--- config.mk ---
export PLATFORM = sky130hd
export DESIGN_NAME = spi_cmd_tx
export DESIGN_NICKNAME = d
export VERILOG_FILES = /design/src/rtl/dds_spi_pkg.sv /design/src/rtl/spi_cmd_fifo.sv /design/src/rtl/spi_cmd_tx.sv
export SDC_FILE = /design/constraint.sdc
export NUM_CORES = 1
export LEC_CHECK = 0
export CAP_MARGIN = 0
export CORE_MARGIN = 2
export CORE_UTILIZATION = 58
export CTS_BUF_LIST = sky130_fd_sc_hd__clkbuf_4 sky130_fd_sc_hd__clkbuf_8 sky130_fd_sc_hd__clkbuf_16
export CTS_CLUSTER_DIAMETER = 30
export CTS_CLUSTER_SIZE = 8
export DETAILED_ROUTE_END_ITERATION = 16
export PLACE_DENSITY_LB_ADDON = 0.1
export SLEW_MARGIN = 20
export SYNTH_ARGS = -nofsm -noshare
export SYNTH_HDL_FRONTEND = slang
export SYNTH_SLANG_ARGS = --single-unit
--- constraint.sdc ---
create_clock -name sys_clk -period 4.15 [get_ports sys_clk]
set_input_delay 0.415 -clock sys_clk [delete_from_list [all_inputs] [get_ports sys_clk]]
set_output_delay 0.415 -clock sys_clk [all_outputs]
set_load 0.005 [all_outputs]
--- src/rtl/dds_spi_pkg.sv ---
// Shared definitions for the DDS SPI control path (spi_cmd_tx, spi_in, cmd_decoder).
package dds_spi_pkg;

  localparam int CMD_WIDTH    = 8;
  localparam int DATA_WIDTH   = 16;
  localparam int PACKET_WIDTH = CMD_WIDTH + DATA_WIDTH;

  typedef enum logic [2:0] {
    IDLE,
    SETUP,
    HIGH,
    LOW,
    HOLD,
    GAP
  } spi_state_e;

endpackage

--- src/rtl/spi_cmd_fifo.sv ---
// Synchronous first-word-fall-through FIFO queuing packets in front of the SPI shifter.
module spi_cmd_fifo #(
  parameter int WIDTH = 24,
  parameter int DEPTH = 4
) (
  input  logic             clk_i,
  input  logic             rst_ni,
  input  logic             push_i,
  input  logic [WIDTH-1:0] wdata_i,
  input  logic             pop_i,
  output logic [WIDTH-1:0] rdata_o,
  output logic             full_o,
  output logic             empty_o
);

  localparam int PTR_W = (DEPTH > 1) ? $clog2(DEPTH) : 1;
  localparam int CNT_W = $clog2(DEPTH + 1);

  logic [WIDTH-1:0] mem_q [DEPTH];
  logic [PTR_W-1:0] wr_ptr_q, rd_ptr_q;
  logic [CNT_W-1:0] count_q;
  logic             do_push, do_pop;

  assign do_push = push_i && !full_o;
  assign do_pop  = pop_i && !empty_o;
  assign rdata_o = mem_q[rd_ptr_q];
  assign full_o  = (count_q == CNT_W'(DEPTH));
  assign empty_o = (count_q == '0);

  // Storage array write port.
  always_ff @(posedge clk_i) begin
    if (do_push) mem_q[wr_ptr_q] <= wdata_i;
  end

  // Pointer and occupancy bookkeeping; pointers wrap at DEPTH.
  always_ff @(posedge clk_i or negedge rst_ni) begin
    if (!rst_ni) begin
      wr_ptr_q <= '0;
      rd_ptr_q <= '0;
      count_q  <= '0;
    end else begin
      if (do_push)
        wr_ptr_q <= (wr_ptr_q == PTR_W'(DEPTH - 1)) ? '0 : wr_ptr_q + 1'b1;
      if (do_pop)
        rd_ptr_q <= (rd_ptr_q == PTR_W'(DEPTH - 1)) ? '0 : rd_ptr_q + 1'b1;
      if (do_push && !do_pop)
        count_q <= count_q + 1'b1;
      else if (do_pop && !do_push)
        count_q <= count_q - 1'b1;
    end
  end

endmodule

--- src/rtl/spi_cmd_tx.sv ---
// Host-side SPI mode-0 transmitter: {cmd, data} words become 24-bit packets, MSB first.
// Optional input queue enabled by defining SPI_CMD_TX_FIFO_EN.
module spi_cmd_tx
  import dds_spi_pkg::*;
#(
  parameter int CMD_WIDTH    = dds_spi_pkg::CMD_WIDTH,
  parameter int DATA_WIDTH   = dds_spi_pkg::DATA_WIDTH,
  parameter int PACKET_WIDTH = CMD_WIDTH + DATA_WIDTH,
  parameter int CLK_DIV      = 4,
  parameter int CSB_GAP      = 8,
  parameter int FIFO_DEPTH   = 4
) (
  input  logic                  sys_clk,
  input  logic                  rst_n,
  input  logic                  in_valid,
  output logic                  in_ready,
  input  logic [CMD_WIDTH-1:0]  in_cmd,
  input  logic [DATA_WIDTH-1:0] in_data,
  output logic                  busy,
  output logic                  sclk,
  output logic                  mosi,
  output logic                  csb
);

  localparam int DIV_MAX = (CLK_DIV > CSB_GAP) ? CLK_DIV : CSB_GAP;
  localparam int DIV_W   = $clog2(DIV_MAX);
  localparam int BIT_W   = $clog2(PACKET_WIDTH + 1);
  localparam logic [DIV_W-1:0] DIV_END = DIV_W'(CLK_DIV - 1);
  localparam logic [DIV_W-1:0] GAP_END = DIV_W'(CSB_GAP - 1);

  spi_state_e               state_q;
  // Upper field: bits still to send; lower field: cycles spent in the current phase.
  logic [BIT_W+DIV_W-1:0]   cnt_q;
  logic [BIT_W-1:0]         bits;
  logic [DIV_W-1:0]         div;
  logic [PACKET_WIDTH-1:0]  shift_q;
  logic                     sclk_q, mosi_q, csb_q, busy_q, rdy_q;
  logic [PACKET_WIDTH-1:0]  head_pkt;
  logic                     start;
  logic                     pending;

  assign {bits, div} = cnt_q;

`ifdef SPI_CMD_TX_FIFO_EN
  logic fifo_full, fifo_empty, fifo_push;

  assign fifo_push = in_valid && !fifo_full;
  assign in_ready  = !fifo_full;
  assign start     = (state_q == IDLE) && !fifo_empty;
  assign pending   = !fifo_empty || fifo_push;

  spi_cmd_fifo #(
    .WIDTH (PACKET_WIDTH),
    .DEPTH (FIFO_DEPTH)
  ) u_fifo (
    .clk_i   (sys_clk),
    .rst_ni  (rst_n),
    .push_i  (fifo_push),
    .wdata_i ({in_cmd, in_data}),
    .pop_i   (start),
    .rdata_o (head_pkt),
    .full_o  (fifo_full),
    .empty_o (fifo_empty)
  );
`else
  assign in_ready = rdy_q;
  assign head_pkt = {in_cmd, in_data};
  assign start    = in_valid && rdy_q;
  assign pending  = 1'b0;
`endif

  assign sclk = sclk_q;
  assign mosi = mosi_q;
  assign csb  = csb_q;
  assign busy = busy_q;

  // Packet sequencer: every output is set on the transition into the state that owns it.
  always_ff @(posedge sys_clk or negedge rst_n) begin
    if (!rst_n) begin
      state_q <= IDLE;
      cnt_q   <= '0;
      shift_q <= '0;
      sclk_q  <= 1'b0;
      mosi_q  <= 1'b0;
      csb_q   <= 1'b1;
      busy_q  <= 1'b0;
      rdy_q   <= 1'b1;
    end else begin
      case (state_q)
        IDLE: begin
          if (start) begin
            shift_q <= head_pkt;
            mosi_q  <= head_pkt[PACKET_WIDTH-1];
            csb_q   <= 1'b0;
            rdy_q   <= 1'b0;
            busy_q  <= 1'b1;
            cnt_q   <= {BIT_W'(PACKET_WIDTH), {DIV_W{1'b0}}};
            state_q <= SETUP;
          end else begin
            busy_q  <= pending;
          end
        end
        SETUP, LOW: begin
          if (div == DIV_END) begin
            cnt_q   <= {bits, {DIV_W{1'b0}}};
            sclk_q  <= 1'b1;
            state_q <= HIGH;
          end else begin
            cnt_q   <= {bits, div + 1'b1};
          end
        end
        HIGH: begin
          if (div == DIV_END) begin
            cnt_q  <= {bits - 1'b1, {DIV_W{1'b0}}};
            sclk_q <= 1'b0;
            if (bits != BIT_W'(1)) begin
              shift_q <= shift_q << 1;
              mosi_q  <= shift_q[PACKET_WIDTH-2];
              state_q <= LOW;
            end else begin
              state_q <= HOLD;
            end
          end else begin
            cnt_q <= {bits, div + 1'b1};
          end
        end
        HOLD: begin
          if (div == DIV_END) begin
            cnt_q   <= '0;
            csb_q   <= 1'b1;
            mosi_q  <= 1'b0;
            state_q <= GAP;
          end else begin
            cnt_q <= {bits, div + 1'b1};
          end
        end
        GAP: begin
          if (div == GAP_END) begin
            cnt_q   <= '0;
            rdy_q   <= 1'b1;
            busy_q  <= pending;
            state_q <= IDLE;
          end else begin
            cnt_q <= {bits, div + 1'b1};
          end
        end
        default: state_q <= IDLE;
      endcase
    end
  end

endmodule

==> results.cfg <==
[logic_synthesis]
synth_flop_cell = dfrtp_1
synth.top_cell.area_share_pct = 41.2
synth_common_cells = dfrtp_1 (37), a21oi_1 (29), a31oi_1 (26), mux2i_1 (23), nand2_1 (14)
synth_edf_count = 0
syn_avg_cell_area_um2 = 9.78
synth_seq_cells = 39
syn_area_um2 = 2250
async_reset_ff_share_pct = 100
syn_nets = 262
ys_seq_area_share_pct = 43.5
yosysUniqueCellTypes = 51
synthTopCellsByArea = dfrtp_1 (41%), mux2i_1 (10%), a31oi_1 (7.2%), a21oi_1 (6.5%), ha_1 (2.8%)
yosysTopAreaCell = dfrtp_1
synth_cells = 230
yosysMostFrequentCell = dfrtp_1
yosys_warnings = 0

[sta]
maxSlewViolCount = 0
whs_ns = 0.229
fmax_ghz = 0.418
rsz0062_at_grt = false
fin_crit_ns = 2.39
max_slew_margin_pct = 33.2
setup_viol = 0
finalSetupTns_ns = 0
fin_worst_skew_ns = 0.00965
tightest_slew_ns = 1.00
finalHoldViolCount = 0
period_share_pct = 57.7

[cells_and_area]
n_fill_cell = 282
drive_gt1_share_pct = 10.2
fin_cells = 302
finish.utilization_pct = 73.2
diodes = 0
areaGrowthSynthToFinish_pct = 20.0
nNetsFinal = 285

[global_route]
grt_pass1_vias = 1750
grt_usage_pct = 23.6
grt_pass1_wl_mm = 7.99
grt_start_max_net_pins = 40
grt-busiest-layer = met2
antenna_found_initial = 0
grtUsageMet2_pct = 38.4
grt_util_met1_pct = 31.0
grt_overflow = 0
use_met3_pct = 5.62

[placed_design]
port_buffers = 31
hpwlAfterDp_mm = 3.12
dpl.cell_count = 294
place_congestion = 0.920

[pwr]
powerDensity_nw_per_um2 = 297
power_mw = 0.802
p_leak_nw = 1.09
ir_drop_uv = 238

[clock_tree]
ctsResizeCount = 0
cts_setup_buffers = 0
clk_latency_ns = 0.29
hold_buffers = 0
clk_pin_slew_ns = 0.08
cts_root_buf = clkbuf_8
cts_max_path_buffers = 2
clock_sinks = 39
cts_buffers = 5
cts_tree = built
htreeDepth = 2

[detailed_routing]
route.detailed.drc = 0
viasPerCell = 6.13
routed_wl_mm = 4.58
drtIter0Drc = 224
firstDrtPassIters = 4
via_count = 1852
avgRoutedWirePerCell_um = 15.2
antenna_left = 0

[floorplan]
io_pins = 32
die_y_um = 66.3
start_util_pct = 61.0
rows = 22
die-area_um2 = 4390
core_um2 = 3690
chipWidth_um = 66.3

[critical_path]
worstPathArrival_ns = 2.59
cp-start-kind = register
cp.required_ns = 4.35
path_max_fanout = 27
critical_path_class = register to register
end_kind = register

[outcome]
status = complete, no violations

[job]
cap_violations = 0

[worst_hold_path]
hp-class = input port to async pin
[power by group]
part	leakage [nW]	switching (mW)	internal, mW
clock	0.0688	0.137	0.247
sequential	0.518	0	0.380
combinational	0.505	0.0142	0.0243
[per-layer routing]
layer	wire (um)	vias up
met4	128	0
met5	0	-
met1	2110	852
li1	-	903
met2	2080	83
met3	259	14
[flip-flops by register name, indices dropped and copies added, names as in the netlist]
register / flops
sclk: 1
cnt_q: 8
state_q: 3
mosi: 1
busy: 1
shift_q: 23
in_ready: 1
csb: 1
[per-stage QoR]
step | instance area, um^2 | setup WS [ns]
after global placement | 2560 | 1.64
after global routing | 2700 | 1.50
after floorplan | 2250 | 2.36
after detailed placement | 2560 | 1.61
after CTS | 2700 | 1.77
final | 2700 | 1.76
[area by class of cell]
type / instances / area, um^2 / share of cell area [%]
sequential: 39 / 978 / 36.3
multi-input combinational: 166 / 1160 / 42.9
inverter: 4 / 15.0 / 0.556
timing repair buffer: 37 / 350 / 13.0
tap: 48 / 60.1 / 2.23
clock buffer: 6 / 76.3 / 2.83
clock inverter: 2 / 60.1 / 2.23
[placed cells by master (no fill, tap or decap), types with 2 or more instances in the layout]
master | netlist | layout
or3_1 | 3 | 3
bufinv_16 | 0 | 2
dfrtp_1 | 37 | 37
nor2b_1 | 3 | 3
ha_1 | 5 | 5
buf_4 | 2 | 6
dfstp_2 | 2 | 2
o21ai_0 | 7 | 7
clkdlybuf4s50_1 | 0 | 30
clkbuf_8 | 0 | 5
mux2i_1 | 23 | 23
nand2b_1 | 2 | 2
xor2_1 | 3 | 3
a31oi_1 | 26 | 26
nor3b_1 | 4 | 3
nand2_1 | 14 | 14
nor2_1 | 13 | 12
o31ai_1 | 2 | 2
o22ai_1 | 2 | 2
inv_1 | 4 | 4
and2_1 | 2 | 2
a21oi_1 | 29 | 29
[kinds of logic (layout without fill, tap and decap cells)]
group                    count (synthesis)  count (layout)  synth area share (%)
AO/OA/AOI/OAI                           83              83                  23.7
AND/OR/NAND/NOR                         51              51                  12.6
flip-flops                              39              39                  43.5
buffers and inverters                   25              49                  5.34
multiplexers                            24              24                  10.9
adder cells (fa/ha/maj)                  5               5                  2.78
XOR/XNOR                                 3               3                  1.17
[worst max-delay path: stages (launching register included)]
cell      delay (ns)
dfrtp_1         0.40
ha_1            0.35
nand3b_1        0.18
o22ai_2         0.77
buf_4           0.31
a21oi_1         0.08
a31oi_1         0.20
[final timing paths]
| kind | from | endpoint | slack, ns | cells past startpoint |
|---|---|---|---|---|
| min in group sys_clk | sclk | sclk | 0.50 | 2 |
| min | rst_n | sclk | 0.23 | 1 |
| min reg2reg | sclk | sclk | 0.50 | 2 |
| max in group asynchronous | rst_n | shift_q[16] | 3.38 | 1 |
| max reg2reg | cnt_q[1] | shift_q[13] | 1.76 | 6 |
| max | cnt_q[1] | shift_q[13] | 1.76 | 6 |
Note: power is estimated with default switching activity, not from simulation.
